<file path="src/rtl/plat_scan_pkg.sv">
// plat_scan_pkg: shared state encoding, owner codes and index width for the platform scanner
package plat_scan_pkg;
    typedef enum logic [1:0] {IDLE, SCAN, DONE} state_t;
    localparam logic OWNER_PHYS = 1'b0;
    localparam logic OWNER_DRAW = 1'b1;
    localparam int DEF_IDX_WIDTH = 3;
endpackage

</file>
<file path="src/rtl/plat_scan_if.sv">
// plat_scan_if: requester handshake and platform beat stream of the scanner
interface plat_scan_if #(
    parameter int PHY_WIDTH       = 16,
    parameter int BLOCK_LEN_WIDTH = 4,
    parameter int IDX_WIDTH       = 3
);
    logic                       phys_req;
    logic                       draw_req;
    logic                       phys_gnt;
    logic                       draw_gnt;
    logic                       out_valid;
    logic [IDX_WIDTH-1:0]       out_idx;
    logic [PHY_WIDTH-1:0]       out_x;
    logic [PHY_WIDTH-1:0]       out_abs_y;
    logic [BLOCK_LEN_WIDTH-1:0] out_len;
    logic                       out_last;
    logic                       out_owner;
    logic                       scan_restart;
    logic                       busy;
    modport master (
        input  phys_req, draw_req,
        output phys_gnt, draw_gnt, out_valid, out_idx, out_x, out_abs_y, out_len,
               out_last, out_owner, scan_restart, busy
    );
    modport slave (
        output phys_req, draw_req,
        input  phys_gnt, draw_gnt, out_valid, out_idx, out_x, out_abs_y, out_len,
               out_last, out_owner, scan_restart, busy
    );
endinterface

</file>
<file path="src/rtl/plat_scan_arb.sv">
// plat_scan_arb: physics-priority arbiter that lets draw in after a bounded physics streak
module plat_scan_arb
    import plat_scan_pkg::*;
#(
    parameter int MAX_PHYS_STREAK = 2
) (
    input  logic sys_clk,
    input  logic sys_rst,
    input  logic phys_req,
    input  logic draw_req,
    input  logic arb_en,
    output logic gnt_owner,
    output logic gnt_valid
);
    localparam int SW = $clog2(MAX_PHYS_STREAK + 2);
    localparam logic [SW-1:0] STREAK_MAX = SW'(MAX_PHYS_STREAK);
    logic [SW-1:0] streak_q, streak_d;
    // pick the winner; streak only counts physics wins that kept draw waiting
    always_comb begin
        gnt_valid = arb_en && (phys_req || draw_req);
        gnt_owner = (draw_req && (!phys_req || streak_q == STREAK_MAX)) ? OWNER_DRAW : OWNER_PHYS;
        streak_d  = streak_q;
        if (gnt_valid)
            streak_d = (gnt_owner == OWNER_PHYS && draw_req)
                     ? ((streak_q == STREAK_MAX) ? streak_q : streak_q + 1'b1) : '0;
    end
    // streak register
    always_ff @(posedge sys_clk) begin
        if (sys_rst) streak_q <= '0;
        else         streak_q <= streak_d;
    end
endmodule

</file>
<file path="src/rtl/plat_scan_ctrl.sv">
// plat_scan_ctrl: arbitrates physics/draw and streams one block's platforms, one per cycle
module plat_scan_ctrl
    import plat_scan_pkg::*;
#(
    parameter int PLATFORM_NUM_PER_BLOCK = 7,
    parameter int PHY_WIDTH              = 16,
    parameter int CAMERA_WIDTH           = 6,
    parameter int BLOCK_WIDTH            = 480,
    parameter int BLOCK_LEN_WIDTH        = 4,
    parameter int IDX_WIDTH              = DEF_IDX_WIDTH,
    parameter int MAX_PHYS_STREAK        = 2
) (
    input  logic                                              sys_clk,
    input  logic                                              sys_rst,
    input  logic [CAMERA_WIDTH-1:0]                           camera_y,
    input  logic                                              block_switch,
    input  logic [PLATFORM_NUM_PER_BLOCK*PHY_WIDTH-1:0]       plat_relative_x,
    input  logic [PLATFORM_NUM_PER_BLOCK*PHY_WIDTH-1:0]       plat_relative_y,
    input  logic [PLATFORM_NUM_PER_BLOCK*BLOCK_LEN_WIDTH-1:0] plat_len,
    plat_scan_if.master                                       bus
);
    localparam logic [IDX_WIDTH-1:0] LAST_IDX = IDX_WIDTH'(PLATFORM_NUM_PER_BLOCK - 1);
    state_t                     state_q, state_d;
    logic [IDX_WIDTH-1:0]       idx_q, idx_d;
    logic                       owner_q, owner_d;
    logic                       restart_d, scan_d;
    logic                       arb_owner, arb_valid;
    logic [PHY_WIDTH-1:0]       x_d, abs_y_d, x_q, abs_y_q;
    logic [BLOCK_LEN_WIDTH-1:0] len_d, len_q;
    logic                       valid_q, last_q, out_owner_q, restart_q;
    logic                       phys_gnt_q, draw_gnt_q, busy_q;

    plat_scan_arb #(.MAX_PHYS_STREAK(MAX_PHYS_STREAK)) u_arb (
        .sys_clk   (sys_clk),
        .sys_rst   (sys_rst),
        .phys_req  (bus.phys_req),
        .draw_req  (bus.draw_req),
        .arb_en    (state_q == IDLE),
        .gnt_owner (arb_owner),
        .gnt_valid (arb_valid)
    );

    // next state and next beat index; a block switch in SCAN rewinds to idx 0, even on the last beat
    always_comb begin
        state_d   = state_q;
        idx_d     = '0;
        owner_d   = owner_q;
        restart_d = 1'b0;
        unique case (state_q)
            IDLE: if (arb_valid) begin
                state_d = SCAN;
                owner_d = arb_owner;
            end
            SCAN: if (block_switch) restart_d = 1'b1;
                  else if (idx_q == LAST_IDX) state_d = DONE;
                  else idx_d = idx_q + 1'b1;
            DONE: state_d = IDLE;
            default: state_d = IDLE;
        endcase
    end

    // beat payload for the next index, taken from this cycle's table
    always_comb begin
        scan_d  = state_d == SCAN;
        x_d     = plat_relative_x[idx_d*PHY_WIDTH +: PHY_WIDTH];
        len_d   = plat_len[idx_d*BLOCK_LEN_WIDTH +: BLOCK_LEN_WIDTH];
        abs_y_d = PHY_WIDTH'(camera_y) * PHY_WIDTH'(BLOCK_WIDTH)
                + plat_relative_y[idx_d*PHY_WIDTH +: PHY_WIDTH];
    end

    // state and registered outputs; everything outside a beat reads as zero
    always_ff @(posedge sys_clk) begin
        if (sys_rst) begin
            state_q     <= IDLE;
            idx_q       <= '0;
            owner_q     <= OWNER_PHYS;
            valid_q     <= 1'b0;
            last_q      <= 1'b0;
            out_owner_q <= 1'b0;
            restart_q   <= 1'b0;
            phys_gnt_q  <= 1'b0;
            draw_gnt_q  <= 1'b0;
            busy_q      <= 1'b0;
            x_q         <= '0;
            abs_y_q     <= '0;
            len_q       <= '0;
        end else begin
            state_q     <= state_d;
            idx_q       <= idx_d;
            owner_q     <= owner_d;
            valid_q     <= scan_d;
            last_q      <= scan_d && idx_d == LAST_IDX;
            out_owner_q <= scan_d && owner_d == OWNER_DRAW;
            restart_q   <= restart_d;
            phys_gnt_q  <= scan_d && owner_d == OWNER_PHYS;
            draw_gnt_q  <= scan_d && owner_d == OWNER_DRAW;
            busy_q      <= state_d != IDLE;
            x_q         <= scan_d ? x_d : '0;
            abs_y_q     <= scan_d ? abs_y_d : '0;
            len_q       <= scan_d ? len_d : '0;
        end
    end

    assign bus.out_valid    = valid_q;
    assign bus.out_idx      = idx_q;
    assign bus.out_x        = x_q;
    assign bus.out_abs_y    = abs_y_q;
    assign bus.out_len      = len_q;
    assign bus.out_last     = last_q;
    assign bus.out_owner    = out_owner_q;
    assign bus.scan_restart = restart_q;
    assign bus.phys_gnt     = phys_gnt_q;
    assign bus.draw_gnt     = draw_gnt_q;
    assign bus.busy         = busy_q;
endmodule

</file>
<file path="src/flat_wrapper.sv">
// flat-port wrapper written by rule: the top's interface ports become plain ports
module plat_scan_ctrl_flat import plat_scan_pkg::*;
#(
    parameter int PLATFORM_NUM_PER_BLOCK = 7,
    parameter int PHY_WIDTH              = 16,
    parameter int CAMERA_WIDTH           = 6,
    parameter int BLOCK_WIDTH            = 480,
    parameter int BLOCK_LEN_WIDTH        = 4,
    parameter int IDX_WIDTH              = DEF_IDX_WIDTH,
    parameter int MAX_PHYS_STREAK        = 2
)
  (sys_clk, sys_rst, camera_y, block_switch, plat_relative_x, plat_relative_y, plat_len, bus_phys_req, bus_draw_req, bus_phys_gnt, bus_draw_gnt, bus_out_valid, bus_out_idx, bus_out_x, bus_out_abs_y, bus_out_len, bus_out_last, bus_out_owner, bus_scan_restart, bus_busy);
  plat_scan_if #(.PHY_WIDTH(PHY_WIDTH), .BLOCK_LEN_WIDTH(BLOCK_LEN_WIDTH), .IDX_WIDTH(IDX_WIDTH)) bus_i ();
  input  logic sys_clk;
  input  logic sys_rst;
  input  logic [CAMERA_WIDTH-1:0] camera_y;
  input  logic block_switch;
  input  logic [PLATFORM_NUM_PER_BLOCK*PHY_WIDTH-1:0] plat_relative_x;
  input  logic [PLATFORM_NUM_PER_BLOCK*PHY_WIDTH-1:0] plat_relative_y;
  input  logic [PLATFORM_NUM_PER_BLOCK*BLOCK_LEN_WIDTH-1:0] plat_len;
  input wire logic [$bits(bus_i.phys_req)-1:0] bus_phys_req;
  input wire logic [$bits(bus_i.draw_req)-1:0] bus_draw_req;
  output wire logic [$bits(bus_i.phys_gnt)-1:0] bus_phys_gnt;
  output wire logic [$bits(bus_i.draw_gnt)-1:0] bus_draw_gnt;
  output wire logic [$bits(bus_i.out_valid)-1:0] bus_out_valid;
  output wire logic [$bits(bus_i.out_idx)-1:0] bus_out_idx;
  output wire logic [$bits(bus_i.out_x)-1:0] bus_out_x;
  output wire logic [$bits(bus_i.out_abs_y)-1:0] bus_out_abs_y;
  output wire logic [$bits(bus_i.out_len)-1:0] bus_out_len;
  output wire logic [$bits(bus_i.out_last)-1:0] bus_out_last;
  output wire logic [$bits(bus_i.out_owner)-1:0] bus_out_owner;
  output wire logic [$bits(bus_i.scan_restart)-1:0] bus_scan_restart;
  output wire logic [$bits(bus_i.busy)-1:0] bus_busy;
  assign bus_i.phys_req = bus_phys_req;
  assign bus_i.draw_req = bus_draw_req;
  assign bus_phys_gnt = bus_i.phys_gnt;
  assign bus_draw_gnt = bus_i.draw_gnt;
  assign bus_out_valid = bus_i.out_valid;
  assign bus_out_idx = bus_i.out_idx;
  assign bus_out_x = bus_i.out_x;
  assign bus_out_abs_y = bus_i.out_abs_y;
  assign bus_out_len = bus_i.out_len;
  assign bus_out_last = bus_i.out_last;
  assign bus_out_owner = bus_i.out_owner;
  assign bus_scan_restart = bus_i.scan_restart;
  assign bus_busy = bus_i.busy;
  plat_scan_ctrl #(.PLATFORM_NUM_PER_BLOCK(PLATFORM_NUM_PER_BLOCK), .PHY_WIDTH(PHY_WIDTH), .CAMERA_WIDTH(CAMERA_WIDTH), .BLOCK_WIDTH(BLOCK_WIDTH), .BLOCK_LEN_WIDTH(BLOCK_LEN_WIDTH), .IDX_WIDTH(IDX_WIDTH), .MAX_PHYS_STREAK(MAX_PHYS_STREAK)) u_core (.sys_clk(sys_clk), .sys_rst(sys_rst), .camera_y(camera_y), .block_switch(block_switch), .plat_relative_x(plat_relative_x), .plat_relative_y(plat_relative_y), .plat_len(plat_len), .bus(bus_i));
endmodule
</file>
<file path="config.mk">
export PLATFORM = sky130hd
export DESIGN_NAME = plat_scan_ctrl_flat
export DESIGN_NICKNAME = d
export VERILOG_FILES = /design/src/rtl/plat_scan_pkg.sv /design/src/rtl/plat_scan_if.sv /design/src/rtl/plat_scan_arb.sv /design/src/rtl/plat_scan_ctrl.sv /design/src/flat_wrapper.sv
export SDC_FILE = /design/constraint.sdc
export NUM_CORES = 1
export LEC_CHECK = 0
export BUFFER_PORTS_ARGS = -buffer_cell sky130_fd_sc_hd__buf_2
export CAP_MARGIN = 20
export CORE_AREA = 10 10 113 115
export CTS_BUF_LIST = sky130_fd_sc_hd__clkbuf_2 sky130_fd_sc_hd__clkbuf_4 sky130_fd_sc_hd__clkbuf_8
export CTS_CLUSTER_SIZE = 30
export DETAILED_ROUTE_END_ITERATION = 8
export DIE_AREA = 0 0 123 125
export PLACE_DENSITY = 0.88
export SLEW_MARGIN = 20
export SYNTH_ARGS = -nofsm -noshare
export SYNTH_HDL_FRONTEND = slang
export SYNTH_HIERARCHICAL = 1
export SYNTH_SLANG_ARGS = --single-unit
</file>
<file path="constraint.sdc">
create_clock -name sys_clk -period 6.77 [get_ports sys_clk]
set_clock_uncertainty 0.05 [all_clocks]
set_input_delay 1.354 -clock sys_clk [delete_from_list [all_inputs] [get_ports sys_clk]]
set_output_delay 1.354 -clock sys_clk [all_outputs]
set_load 0.03 [all_outputs]
</file>
# ---- Word-level counts from Yosys, hierarchy flattened
# Index checks and enable logic that the tools add are counted.
dict set report totals {
  out_inout_bits 46
  ram_bits 0
  romBits 0
  latchBits 0
  n_memories 0
  reg_bits 50
  input_bits 263
}
dict set report op_classes {
  n_bitwise 4
  n_eq_ne 6
  shifts 3
  reduce_logical 14
  muxes 13
  n_lt_le_gt_ge 0
  mul 1
  n_addsub 3
  n_div 0
}
# cell n
set op_table {}
lappend op_table {{112-bit by 8-bit variable part select with 16-bit output} 2}
lappend op_table {{28-bit by 6-bit variable part select with 4-bit output} 1}
lappend op_table {{15-bit by 16-bit adder with 16-bit output} 1}
lappend op_table {{6-bit by 4-bit multiplier with 10-bit output, second input constant} 1}
lappend op_table {{2-bit 2-to-1 mux} 5}
lappend op_table {{3-bit 2-to-1 mux} 3}
lappend op_table {{3-bit == test, second input constant} 2}
lappend op_table {{1-bit logical AND} 6}
lappend op_table {{2-bit by 1-bit == test with 1-bit output, second input constant} 2}
lappend op_table {{1-bit 2-to-1 mux} 4}
lappend op_table {{1-bit NOT} 4}
lappend op_table {{2-bit one-hot mux with 2 select lines} 1}
lappend op_table {{2-bit OR reduction} 2}
lappend op_table {{3-bit by 1-bit adder with 3-bit output, second input constant} 1}
lappend op_table {{2-bit by 1-bit adder with 2-bit output, second input constant} 1}
lappend op_table {{2-bit == test, second input constant} 1}
lappend op_table {{2-bit zero test} 1}
lappend op_table {{1-bit logical OR} 2}
lappend op_table {{2-bit != test, second input constant} 1}
lappend op_table {{2-bit AND reduction} 1}
lappend op_table {{2-bit nonzero test} 1}
lappend op_table {{1-bit zero test} 1}

# ---- Depth between registers and ports, before layout
dict set report depth {
  depth_word 8
  depth_mapped 18
  ltp_nobuf 17
}

# ---- Hierarchy
# The synthesis kept the hierarchy.
# mod cells_each seq_area_each_um2 n_inst area_each_um2
set modules_own_cells {}
lappend modules_own_cells {plat_scan_ctrl 687 960.9 1 4406.7}
lappend modules_own_cells {plat_scan_arb 13 40.0 1 136.4}

# ---- Worst setup path after synthesis
# Ideal clock, no wire load.
dict set report synth_path {
  path_type {input to register}
  startpoint {in camera_y[3]}
  endpoint {reg u_core.abs_y_q[14], in the netlist u_core/bus.out_abs_y[14]}
  path_slack_ps 2023
  setup_time_ps 128
  required_time_ps 6592
  arrival_ps 4569
  path_stages 17
  cell_sequence {inv_1 > fa_1 > fa_1 > inv_1 > ha_1 > nor2b_1 > o21ai_0 > a21oi_1 > o21a_1 > nor2_1 > xnor2_1 > ha_1 > a2111o_1 > o21ai_0 > a21oi_1 > xnor2_1 > nor2_1}
}
dict set report synth_between {
  elab_chain_len 2
}
# item line
set synth_rtl {}
lappend synth_rtl {{from (decl)} flat_wrapper.sv:16} ;# input logic [CAMERA_WIDTH-1:0] camera_y;
lappend synth_rtl {{6-bit by 4-bit multiplier with 10-bit output} plat_scan_ctrl.sv:67} ;# abs_y_d = PHY_WIDTH'(camera_y) * PHY_WIDTH'(BLOCK_WIDTH)
lappend synth_rtl {{15-bit by 16-bit adder with 16-bit output} plat_scan_ctrl.sv:68} ;# + plat_relative_y[idx_d*PHY_WIDTH +: PHY_WIDTH];
lappend synth_rtl {{to (signal assigned)} plat_scan_ctrl.sv:99} ;# abs_y_q <= scan_d ? abs_y_d : '0;
lappend synth_rtl {{to (decl)} plat_scan_ctrl.sv:28} ;# logic [PHY_WIDTH-1:0] x_d, abs_y_d, x_q, abs_y_q;
# Every way passes these cells.
# A chain may end at the register's enable or synchronous reset.

# ---- Worst setup path in the final report
dict set report layout_path {
  startpoint {in block_switch}
  endpoint {reg u_core.abs_y_q[15], in the netlist u_core/bus.out_abs_y[15]}
}
dict set report layout_between {
  elab_chain_len 5
  word_cells_on_any_way 9
}
# item line
set layout_rtl {}
lappend layout_rtl {{from (decl)} flat_wrapper.sv:17} ;# input logic block_switch;
lappend layout_rtl {{branches (longest 5 deep; another with 15-bit by 16-bit adder with 16-bit output)} -}
# Several ways; the timed one is not identified.

==> metrics.cfg <==
[clocking]
postCtsSetupRepairBufs = 0
post_cts_resized = 0
cts_tree = done
numCtsBuffers = 5
insertion_delay_ns = 0.30
clock_sinks = 50
path_clk_slew_ns = 0.09
cts-htree-levels = 2
hold_buffers = 0
cts_buffer_depth = 2
cts_root_buffer = clkbuf_8

[sta]
max_freq_ghz = 0.203
max-slew-margin-rel_pct = 38.4
fin_crit_sh_pct = 72.9
period_minus_slack_ns = 4.93
rsz0062_at_grt = false
hold_viol = 0
finalSetupViolations = 0
worstMarginPinSlew_ns = 0.925
drv_slew = 0
setup-tns-final_ns = 0

[setup_path]
end_kind = register
critPathRequiredTime_ns = 6.90
rr_worst_depth = 14
startpoint_type = input port
critical_path_class = in -> reg
critical_path.max_fanout = 61
cp.arrival_ns = 5.07

[layout]
final-seq-area_sq_um = 1000
final_nets = 1270
area_growth_pct = 36.7
nFillCells = 1029
multi_input_area_sq_um = 3200
stdcell_count = 1115
layout-drive-gt1-share_pct = 34.8

[synth]
synth_area_sq_um = 4540
synth_edf_count = 0
yosysSeqAreaShare_pct = 22.0
synth-seq-cells = 50
synth_xor_area_share_pct = 2.12
syn_inst = 700
synthMuxAreaShare_pct = 0.468
synth_top_family_by_area = simple AND/OR/NAND/NOR gates
synth-main-ff-cell = dfxtp_1
synth.net_count = 997
syn_avg_cell_area_sq_um = 6.49
postSynth.asyncResetShare_pct = 0
yosys.area_share.adder_pct = 11.0
synth_compound_area_share_pct = 20.5
yosysUniqueCellTypes = 48
synthSimpleGateAreaFrac_pct = 35.7
ys.warnings.count = 6

[routing]
dr_wl_met2_mm = 9.73
drtAntennaViolNets = 0
routed.top_layer = met4
drc = 0
drt_first_pass_iters = 5
vias_per_cell = 5.28
dr_total_vias = 5883
drt-initial-drc-count = 550
drt-total-wl_mm = 19.8
dr_wl_met3_mm = 1.93
met1Wirelength_mm = 7.57
wl_per_cell_um = 17.8

[floorplan]
core_sq_um = 10600
dieArea_sq_um = 15400
die_y_um = 125
io_pins = 309
rows = 38
floorplan.initialDensity_pct = 42.8
fp.dieW_um = 123

[place]
placement.io_buffers = 308
placed_cells = 1105
gp_congestion = 0.983
hpwl_mm = 16.1

[grt]
globalRoute.totalOverflow = 0
grt_max_degree = 62
grt_pass1_wl_mm = 30.2
track_usage_pct = 24.1
first_global_vias = 5788
antenna_found_initial = 2

[power]
p_per_area_nw_per_um2 = 186
irDropWorstVdd_mv = 0.116
cellLeakagePower_nw = 3.21

[status]
outcome = complete, no violations

[hold_path]
hold_class = reg -> reg
holdPathStages = 2

[run]
drv_cap = 0

## per-layer routing
metal	vias to the layer above	global-route usage [%]
li1	2927	-
met1	2603	27.9
met2	307	41.8
met3	46	6.39
met4	0	7.54
met5	-	0
## cells in the final DEF (no fill, tap or decap), types with 2 or more instances in the layout
master and instances:
o21ai_1 10, buf_2 308, nor3_1 29, inv_1 24
and2_1 3, a21o_1 4, and3_1 2, buf_4 8
ha_1 24, dfxtp_1 50, xor2_1 2, nand2b_1 4
nor2_1 27, xnor2_1 9, nand3_1 80, a21oi_1 80
a211oi_1 28, o22ai_1 2, diode_2 2, nand2_1 219
fa_1 10, o21a_1 6, clkbuf_8 6, o21ai_0 8
## flip-flops by register name, indices dropped and copies added, names as in the netlist
register                 flops
u_core/bus.out_abs_y        16
u_core/bus.out_x            16
u_core/bus.out_len           4
u_core/bus.out_idx           3
u_core/state_q               2
u_core/u_arb/streak_q        2
u_core/bus.busy              1
u_core/bus.draw_gnt          1
u_core/bus.out_last          1
u_core/bus.out_valid         1
u_core/bus.phys_gnt          1
u_core/bus.scan_restart      1
u_core/owner_q               1
## cell usage after synthesis (2+ instances only)
library cell  count  area share, %
o22ai_1           2           0.28
nor3_1           29            3.2
o21ai_0           8           0.88
a211oi_1         28            4.6
xor2_1            2           0.39
buf_2            29            3.2
and3_1            2           0.28
and2_1            4           0.55
o21ai_1          10            1.1
o31ai_1           2           0.33
nand2b_1          4           0.55
a21o_1            6           0.99
dfxtp_1          50             22
xnor2_1           9            1.7
buf_4             4           0.66
o21a_1            6           0.99
a21oi_1          81            8.9
buf_6             5            1.2
inv_1            24            2.0
nand3_1          80            8.8
nand2_1         219             18
nor2_1           27            2.2
fa_1             10            4.4
ha_1             24            6.6
clkbuf_1         12           0.99
## final timing paths
check,from,end,slack [ns]
max,block_switch,u_core/bus.out_abs_y[15],1.84
min,u_core/state_q[0],u_core/bus.scan_restart,0.44
max reg2reg,u_core/bus.out_idx[1],u_core/bus.out_abs_y[15],2.58
min reg2reg,u_core/state_q[0],u_core/bus.scan_restart,0.44
## metrics by stage
step | utilization, % | setup WS, ns | hold slack [ns] | instance area, sq um | power (mW)
global route | 58.6 | 1.54 | 0.473 | 6210 | 1.23
finish | 58.6 | 1.84 | 0.439 | 6210 | 1.16
floorplan | - | 2.02 | 0.388 | 4540 | 0.747
CTS | 58.3 | 1.93 | 0.439 | 6180 | 1.16
global placement | 57.2 | 1.69 | 0.421 | 6070 | 0.941
detailed placement | 57.2 | 1.59 | 0.424 | 6070 | 0.943
## area by class of cell
cell class	instances	share of cell area, %
tap	140	2.82
antenna	2	0.0806
sequential	50	16.1
multi-input combinational	575	51.5
timing repair buffer	317	26.2
clock inverter	1	0.483
inverter	24	1.45
clock buffer	6	1.33
## cell families after synthesis
logic type,Yosys count
adders and majority gates,34
and+or+nand+nor,375
muxes,2
AOI/OAI and AO/OA,153
buffers and inverters,75
DFF,50
xor gates and xnor gates,11
## critical path: stages
cell and delay, ns:
buf_2 0.11, or3b_1 0.59, a21o_4 0.48, buf_4 0.37
nand2_1 0.12, a21oi_1 0.07, a21oi_1 0.16, o21ai_1 0.12
fa_1 0.50, a211oi_1 0.25, o21ai_0 0.24, o31ai_1 0.31
a21oi_1 0.14, xnor2_1 0.18, nor2_1 0.06
## report_power, final
group | leakage [nW] | switching [mW] | total (mW) | internal (mW)
sequential | 0.412 | 0.00946 | 0.339 | 0.330
combinational | 2.74 | 0.356 | 0.606 | 0.250
clock | 0.0573 | 0.0941 | 0.212 | 0.118
No activity file was read; power rests on OpenSTA's default activity.
